--- config.mk ---
export PLATFORM = sky130hd
export DESIGN_NAME = wb_scoreboard_arbiter_flat
export DESIGN_NICKNAME = d
export VERILOG_FILES = /design/src/rtl/wb_scoreboard_arbiter_if.sv /design/src/rtl/wb_scoreboard_arbiter.sv /design/src/flat_wrapper.sv
export SDC_FILE = /design/constraint.sdc
export NUM_CORES = 1
export LEC_CHECK = 0
export BUFFER_PORTS_ARGS = -buffer_cell sky130_fd_sc_hd__buf_2
export CAP_MARGIN = 30
export CORE_ASPECT_RATIO = 0.7
export CORE_MARGIN = 3
export CORE_UTILIZATION = 29
export CTS_CLUSTER_DIAMETER = 50
export DETAILED_ROUTE_END_ITERATION = 8
export GPL_TIMING_DRIVEN = 0
export PLACE_DENSITY = 0.62
export SKIP_LAST_GASP = 1
export SLEW_MARGIN = 10
export SYNTH_ARGS = -nofsm -noshare
export SYNTH_HDL_FRONTEND = slang
export SYNTH_SLANG_ARGS = --single-unit
--- constraint.sdc ---
create_clock -name clk -period 6.2 [get_ports clk]
set_clock_uncertainty 0.15 [all_clocks]
set_input_delay 1.24 -clock clk [delete_from_list [all_inputs] [get_ports clk]]
set_output_delay 1.24 -clock clk [all_outputs]
set_load 0.005 [all_outputs]
--- src/rtl/wb_scoreboard_arbiter_if.sv ---
// Issue, writeback-request and register-file write bundle for wb_scoreboard_arbiter.
// The master modport is the driving side (decode/units); the slave modport is the scoreboard.
interface wb_scoreboard_arbiter_if #(
    parameter int XLEN = 32
);
    logic            i_iss_valid;
    logic [4:0]      i_iss_rs1;
    logic [4:0]      i_iss_rs2;
    logic [4:0]      i_iss_rd;
    logic            i_iss_rd_we;
    logic            o_iss_stall;

    logic            i_alu_valid;
    logic            o_alu_ready;
    logic [4:0]      i_alu_rd;
    logic [XLEN-1:0] i_alu_wdata;

    logic            i_lsu_valid;
    logic            o_lsu_ready;
    logic [4:0]      i_lsu_rd;
    logic [XLEN-1:0] i_lsu_wdata;

    logic            o_rd_wvalid;
    logic [4:0]      o_rd_waddr;
    logic [XLEN-1:0] o_rd_wdata;

    logic [31:0]     o_busy;

    modport master (
        output i_iss_valid, i_iss_rs1, i_iss_rs2, i_iss_rd, i_iss_rd_we,
        output i_alu_valid, i_alu_rd, i_alu_wdata,
        output i_lsu_valid, i_lsu_rd, i_lsu_wdata,
        input  o_iss_stall, o_alu_ready, o_lsu_ready,
        input  o_rd_wvalid, o_rd_waddr, o_rd_wdata, o_busy
    );

    modport slave (
        input  i_iss_valid, i_iss_rs1, i_iss_rs2, i_iss_rd, i_iss_rd_we,
        input  i_alu_valid, i_alu_rd, i_alu_wdata,
        input  i_lsu_valid, i_lsu_rd, i_lsu_wdata,
        output o_iss_stall, o_alu_ready, o_lsu_ready,
        output o_rd_wvalid, o_rd_waddr, o_rd_wdata, o_busy
    );
endinterface

--- src/rtl/wb_scoreboard_arbiter.sv ---
// Register scoreboard with issue-hazard stall and a two-channel writeback arbiter (LSU/ALU).
// Optional macro WB_RR_ARB_EN selects round-robin arbitration instead of fixed LSU priority.
//
// state     | meaning (WB_RR_ARB_EN only)
// PREF_LSU  | LSU wins when both channels request
// PREF_ALU  | ALU wins when both channels request
module wb_scoreboard_arbiter #(
    parameter int XLEN = 32
) (
    input logic                   clk,
    input logic                   rstn,
    wb_scoreboard_arbiter_if.slave bus
);
    logic [31:0]     r_busy;
    logic [31:0]     w_busy_nxt;
    logic            r_wvalid;
    logic [4:0]      r_waddr;
    logic [XLEN-1:0] r_wdata;

    logic            w_stall;
    logic            w_iss_fire;
    logic            w_gnt_lsu;
    logic            w_gnt_alu;
    logic            w_xfer;
    logic [4:0]      w_wb_rd;
    logic [XLEN-1:0] w_wb_wdata;

    assign w_stall = bus.i_iss_valid &
                     (r_busy[bus.i_iss_rs1] | r_busy[bus.i_iss_rs2] |
                      (bus.i_iss_rd_we & r_busy[bus.i_iss_rd]));
    assign w_iss_fire = bus.i_iss_valid & ~w_stall;

`ifdef WB_RR_ARB_EN
    typedef enum logic {PREF_LSU = 1'b0, PREF_ALU = 1'b1} pref_e;
    pref_e r_pref;
    pref_e w_pref_nxt;

    always_ff @(posedge clk or negedge rstn) begin
        if (!rstn) r_pref <= PREF_LSU;
        else       r_pref <= w_pref_nxt;
    end

    always_comb begin
        w_pref_nxt = r_pref;
        w_gnt_lsu  = 1'b0;
        w_gnt_alu  = 1'b0;
        if (bus.i_lsu_valid && bus.i_alu_valid) begin
            if (r_pref == PREF_LSU) begin
                w_gnt_lsu  = 1'b1;
                w_pref_nxt = PREF_ALU;
            end else begin
                w_gnt_alu  = 1'b1;
                w_pref_nxt = PREF_LSU;
            end
        end else begin
            w_gnt_lsu = bus.i_lsu_valid;
            w_gnt_alu = bus.i_alu_valid;
        end
    end
`else
    always_comb begin
        w_gnt_lsu = bus.i_lsu_valid;
        w_gnt_alu = bus.i_alu_valid & ~bus.i_lsu_valid;
    end
`endif

    // Grants depend only on valids and pointer; reset gating keeps readies low while held in reset.
    assign bus.o_lsu_ready = rstn & w_gnt_lsu;
    assign bus.o_alu_ready = rstn & w_gnt_alu;

    assign w_xfer     = w_gnt_lsu | w_gnt_alu;
    assign w_wb_rd    = w_gnt_lsu ? bus.i_lsu_rd    : bus.i_alu_rd;
    assign w_wb_wdata = w_gnt_lsu ? bus.i_lsu_wdata : bus.i_alu_wdata;

    always_ff @(posedge clk or negedge rstn) begin
        if (!rstn) begin
            r_wvalid <= 1'b0;
            r_waddr  <= '0;
            r_wdata  <= '0;
        end else begin
            r_wvalid <= w_xfer && (w_wb_rd != 5'd0);
            if (w_xfer && (w_wb_rd != 5'd0)) begin
                r_waddr <= w_wb_rd;
                r_wdata <= w_wb_wdata;
            end
        end
    end

    // Clear applied before set so a same-edge issue to the retiring register stays busy.
    always_comb begin
        w_busy_nxt = r_busy;
        if (r_wvalid) w_busy_nxt[r_waddr] = 1'b0;
        if (w_iss_fire && bus.i_iss_rd_we && (bus.i_iss_rd != 5'd0))
            w_busy_nxt[bus.i_iss_rd] = 1'b1;
        w_busy_nxt[0] = 1'b0;
    end

    always_ff @(posedge clk or negedge rstn) begin
        if (!rstn) r_busy <= '0;
        else       r_busy <= w_busy_nxt;
    end

    assign bus.o_iss_stall = w_stall;
    assign bus.o_rd_wvalid = r_wvalid;
    assign bus.o_rd_waddr  = r_waddr;
    assign bus.o_rd_wdata  = r_wdata;
    assign bus.o_busy      = r_busy;
endmodule

--- src/flat_wrapper.sv ---
// flat-port wrapper written by rule: the top's interface ports become plain ports
module wb_scoreboard_arbiter_flat 
#(
    parameter int XLEN = 32
)
  (clk, rstn, bus_i_iss_valid, bus_i_iss_rs1, bus_i_iss_rs2, bus_i_iss_rd, bus_i_iss_rd_we, bus_i_alu_valid, bus_i_alu_rd, bus_i_alu_wdata, bus_i_lsu_valid, bus_i_lsu_rd, bus_i_lsu_wdata, bus_o_iss_stall, bus_o_alu_ready, bus_o_lsu_ready, bus_o_rd_wvalid, bus_o_rd_waddr, bus_o_rd_wdata, bus_o_busy);
  wb_scoreboard_arbiter_if #(.XLEN(XLEN)) bus_i ();
  input logic clk;
  input logic rstn;
  input wire logic [$bits(bus_i.i_iss_valid)-1:0] bus_i_iss_valid;
  input wire logic [$bits(bus_i.i_iss_rs1)-1:0] bus_i_iss_rs1;
  input wire logic [$bits(bus_i.i_iss_rs2)-1:0] bus_i_iss_rs2;
  input wire logic [$bits(bus_i.i_iss_rd)-1:0] bus_i_iss_rd;
  input wire logic [$bits(bus_i.i_iss_rd_we)-1:0] bus_i_iss_rd_we;
  input wire logic [$bits(bus_i.i_alu_valid)-1:0] bus_i_alu_valid;
  input wire logic [$bits(bus_i.i_alu_rd)-1:0] bus_i_alu_rd;
  input wire logic [$bits(bus_i.i_alu_wdata)-1:0] bus_i_alu_wdata;
  input wire logic [$bits(bus_i.i_lsu_valid)-1:0] bus_i_lsu_valid;
  input wire logic [$bits(bus_i.i_lsu_rd)-1:0] bus_i_lsu_rd;
  input wire logic [$bits(bus_i.i_lsu_wdata)-1:0] bus_i_lsu_wdata;
  output wire logic [$bits(bus_i.o_iss_stall)-1:0] bus_o_iss_stall;
  output wire logic [$bits(bus_i.o_alu_ready)-1:0] bus_o_alu_ready;
  output wire logic [$bits(bus_i.o_lsu_ready)-1:0] bus_o_lsu_ready;
  output wire logic [$bits(bus_i.o_rd_wvalid)-1:0] bus_o_rd_wvalid;
  output wire logic [$bits(bus_i.o_rd_waddr)-1:0] bus_o_rd_waddr;
  output wire logic [$bits(bus_i.o_rd_wdata)-1:0] bus_o_rd_wdata;
  output wire logic [$bits(bus_i.o_busy)-1:0] bus_o_busy;
  assign bus_i.i_iss_valid = bus_i_iss_valid;
  assign bus_i.i_iss_rs1 = bus_i_iss_rs1;
  assign bus_i.i_iss_rs2 = bus_i_iss_rs2;
  assign bus_i.i_iss_rd = bus_i_iss_rd;
  assign bus_i.i_iss_rd_we = bus_i_iss_rd_we;
  assign bus_i.i_alu_valid = bus_i_alu_valid;
  assign bus_i.i_alu_rd = bus_i_alu_rd;
  assign bus_i.i_alu_wdata = bus_i_alu_wdata;
  assign bus_i.i_lsu_valid = bus_i_lsu_valid;
  assign bus_i.i_lsu_rd = bus_i_lsu_rd;
  assign bus_i.i_lsu_wdata = bus_i_lsu_wdata;
  assign bus_o_iss_stall = bus_i.o_iss_stall;
  assign bus_o_alu_ready = bus_i.o_alu_ready;
  assign bus_o_lsu_ready = bus_i.o_lsu_ready;
  assign bus_o_rd_wvalid = bus_i.o_rd_wvalid;
  assign bus_o_rd_waddr = bus_i.o_rd_waddr;
  assign bus_o_rd_wdata = bus_i.o_rd_wdata;
  assign bus_o_busy = bus_i.o_busy;
  wb_scoreboard_arbiter #(.XLEN(XLEN)) u_core (.clk(clk), .rstn(rstn), .bus(bus_i));
endmodule
==> metrics.log <==
INFO  metric final_layout_size_suffix_gt1_share = a little under two fifths
INFO  metric sequential_share_of_power = around two fifths
INFO  metric critical_path_required = approximately 4.8 ns
INFO  metric cts.repair.resized = 0
INFO  metric power_switching = ~0.73 mW
INFO  metric p_sw_share = about 36%
INFO  metric drt-pass1-iter-count = 5
INFO  metric final_hold_viol_count = 0
INFO  metric grt-ovfl-total = 0
INFO  metric number_of_top_level_pins = between 150 and 200
INFO  metric placedInstanceArea = 5220 µm²
INFO  metric tritoncts = yes
INFO  metric preCtsSetupSlack = roughly 1.4 ns
INFO  metric numClockSinks = 69
INFO  metric max_cap_violations = 0
INFO  metric grt_setup_unrepaired = no
INFO  metric grt_max_degree = between 60 and 70
INFO  metric drcViolationCount = 0
INFO  metric cts-hold-fix-buffers = 0
INFO  metric count_of_h_tree_levels_built_during_cts = 3
INFO  metric kind_of_launch_point_of_the_worst_setup_path = input port
INFO  metric die_x = 149 µm
INFO  metric cts.clk_slew.worst_paths = about 0.060 ns
INFO  metric cts_inserted_buffers = 9
INFO  metric min_from = u_core.bus.o_rd_wdata[24]$_DFFE_PN0P_
INFO  metric flop_and_latch_count_out_of_synthesis = between 60 and 70
INFO  metric startpoint = bus_i_iss_rd[1]
INFO  metric period_minus_slack = approximately 4.8 ns
INFO  metric outcome = completed
INFO  metric power_per_cell_area = ~370 nW/µm²
INFO  metric post_layout_inst_area = 5580 µm²
INFO  metric clock-root-buffer = clkbuf_16
INFO  metric reg2reg_depth = 7
INFO  metric clockBufferDepth = 2
INFO  metric area_of_the_multi_input_gates = roughly 2200 µm²
INFO  metric vdd_drop_max = 0.000158 V
INFO  metric p_int = about 1.3 mW
INFO  metric setup_repair_bufs_after_cts = 0
INFO  metric share_of_synthesized_flip_flops_with_an_asynchronous_set_or_reset = 100%
INFO  metric die_y = 106 µm
INFO  metric fillerInstances = about 1400
INFO  metric synthToLayoutAreaGrowth = 34.1%
INFO  metric num_rows = 35
INFO  metric hold_class = register to register
INFO  metric pwr-share-comb = a little under a third
INFO  metric totalNegativeSetupSlack = 0 ns
INFO  metric core_area = between 10000 and 15000 µm²
INFO  metric vias_per_cell = around 5.3
INFO  metric routedWlPerCell = between 15 and 20 µm
INFO  metric crit_path_max_fanout = 10
INFO  metric crit_path_end_kind = primary output
INFO  metric antenna_found_initial = 0
INFO  metric finalSetupViolations = 0
INFO  metric grt_use_total = about a fifth
INFO  metric drtAntennaViolNets = 0
INFO  metric clkPwrFrac = 29.7%
INFO  metric timing.rr.start = u_core.bus.o_busy[3]$_DFF_PN0_
INFO  metric place.port_buffers = between 150 and 200
INFO  metric insertion_delay = between 0.3 and 0.4 ns
INFO  metric hold-path-cell-count = 2
INFO  metric slew_limit_headroom = 47.2%
INFO  metric grt_pass1_vias = between 4000 and 5000
INFO  metric global_route_wire_length_before_repair = about 24000 µm
INFO  metric ys.flop_type = dfrtp_1
INFO  metric synthesis.area = ~4200 µm²
INFO  metric clock.fmax = 208 MHz
INFO  metric p_leak = around 2.5 nW
INFO  metric setup.worst_path.class = input port to primary output
INFO  metric report.final.slew_viol_count = 0
INFO  metric detail_route.iter0.violations = roughly 360
INFO  metric syn_area_per_cell = about 9.7 µm²
INFO  metric yosysWarningCount = 0
INFO  metric die-area = around 16000 µm²
INFO  metric ys_seq_area_share = between 40% and 50%
INFO  metric worstPathArrival = 3.43 ns
INFO  metric synth.distinct_cells = 50
INFO  metric fin_crit_sh = 77.7%
INFO  metric wl = about 15000 µm
INFO  metric routed-via-count = between 4000 and 5000
INFO  metric antenna_cells_inserted = 0
INFO  metric worst_slew_pin_slew = just under 0.8 ns
INFO  metric placer_s_final_routability_congestion_estimate = approximately 0.94
INFO  metric sequential_cell_area = 1730 µm²
INFO  metric initial_core_util = around 31%
INFO  metric finish.net_count = 695
INFO  metric final_critical_path_setup_slack = around 1.4 ns
INFO  metric postSynthNetCount = roughly 520
INFO  metric postSynthCellCount = about 430
INFO  metric dp_hpwl = about 12000 µm
INFO  metric synth_enable_flop_cells = 0
==> worst max-delay path: stages <==
cell and delay [ns]:
buf_2 0.10, buf_2 0.23, mux2_2 0.36, a222oi_1 0.22
nand4_1 0.17, a222oi_1 0.70, nor2b_1 0.10, o21a_1 0.19
buf_2 0.12
==> cell usage after synthesis (3+ instances only) <==
library cell | number | share of area [%]
nor3b_1 | 3 | 0.54
mux4_2 | 11 | 6.0
a22oi_1 | 3 | 0.54
buf_4 | 3 | 0.54
o21ai_1 | 26 | 3.1
mux2i_1 | 46 | 11
clkbuf_1 | 21 | 1.9
a21oi_1 | 37 | 4.5
nand3_1 | 17 | 2.0
and2_1 | 7 | 1.1
nand3b_1 | 5 | 0.90
nor2b_1 | 5 | 0.75
nand4_1 | 21 | 3.2
mux2_2 | 11 | 3.0
buf_2 | 8 | 0.96
o21ai_2 | 5 | 1.1
dfrtp_1 | 69 | 42
buf_1 | 4 | 0.36
inv_1 | 4 | 0.36
o21ai_0 | 35 | 4.2
nor2_1 | 42 | 3.8
nand2_1 | 8 | 0.72
a221oi_1 | 3 | 0.63
==> power by group through the flow <==
stage / Sequential [mW] / Clock, mW / Combinational, mW
after global routing: 0.818 / 0.640 / 0.705
final: 0.803 / 0.608 / 0.639
after CTS: 0.792 / 0.621 / 0.638
after detailed placement: 0.800 / 0 / 0.636
after global placement: 0.793 / 0 / 0.622
after floorplan: 0.705 / 0 / 0.359
==> metal layers <==
metal  wire length [µm]  vias up  GRT usage, %
li1                   -     1940             -
met1               6810     2057          26.9
met2               6850      195          28.4
met3               1400       25          5.88
met4                270        0          6.14
met5                  0        -             0
==> cell usage in the layout (no fill, tap or decap), drive strengths merged, types with 2 or more instances in the layout <==
| cell type | instances |
|---|---|
| a2111oi | 2 |
| nor3 | 2 |
| nand2b | 2 |
| nor2b | 5 |
| nand4 | 21 |
| a221oi | 3 |
| nand2 | 8 |
| or3b | 2 |
| nor2 | 42 |
| and3 | 2 |
| or4 | 3 |
| clkbuf | 32 |
| mux2i | 46 |
| mux4 | 12 |
| a22oi | 3 |
| bufinv | 3 |
| o21ai | 66 |
| and2 | 7 |
| nor3b | 3 |
| dfrtp | 69 |
| a222oi | 2 |
| nand3b | 5 |
| a21oi | 37 |
| buf | 177 |
| mux2 | 13 |
| nand3 | 17 |
| and3b | 3 |
| inv | 4 |
==> through the flow <==
step                      utilization [%]  total power [mW]  hold WS [ns]  std cells
after detailed placement             38.4              1.44         0.366        774
after floorplan                         -              1.06         0.369        429
after CTS                            41.1              2.05         0.379        790
final                                41.1              2.05         0.379        790
after global routing                 41.1              2.16         0.390        790
after global placement               38.2              1.42         0.356        773
==> layout make-up <==
class / count / area share, %
clock inverter: 5 / 1.91
tap: 185 / 4.15
multi-input combinational: 318 / 40.1
inverter: 4 / 0.269
clock buffer: 11 / 4.53
buffer: 38 / 3.28
sequential: 69 / 31.0
timing repair buffer: 160 / 14.8
==> flip-flops by register name, indices dropped and copies added, names as in the netlist <==
| signal | count |
|---|---|
| u_core.bus.o_rd_waddr | 5 |
| u_core.bus.o_busy | 31 |
| u_core.bus.o_rd_wdata | 32 |
| u_core.bus.o_rd_wvalid | 1 |
==> kinds of logic after synthesis <==
family	share of synthesized area, %
AND/OR/NAND/NOR	15.8
AO/OA/AOI/OAI	16.7
multiplexers	21.1
flip-flops	41.5
buffers and inverters	4.75
other	0.0902
==> final timing paths <==
| kind | slack (ns) | to |
|---|---|---|
| max | 1.38 | bus_o_iss_stall |
| min | 0.38 | u_core.bus.o_rd_wdata[24]$_DFFE_PN0P_ |
| max reg2reg | 3.38 | u_core.bus.o_busy[11]$_DFF_PN0_ |
| min reg2reg | 0.38 | u_core.bus.o_rd_wdata[24]$_DFFE_PN0P_ |
| max in group asynchronous | 4.81 | u_core.bus.o_busy[11]$_DFF_PN0_ |
| min in group asynchronous | 0.56 | u_core.bus.o_rd_wdata[5]$_DFFE_PN0P_ |
(Power assumes the default switching activity.)
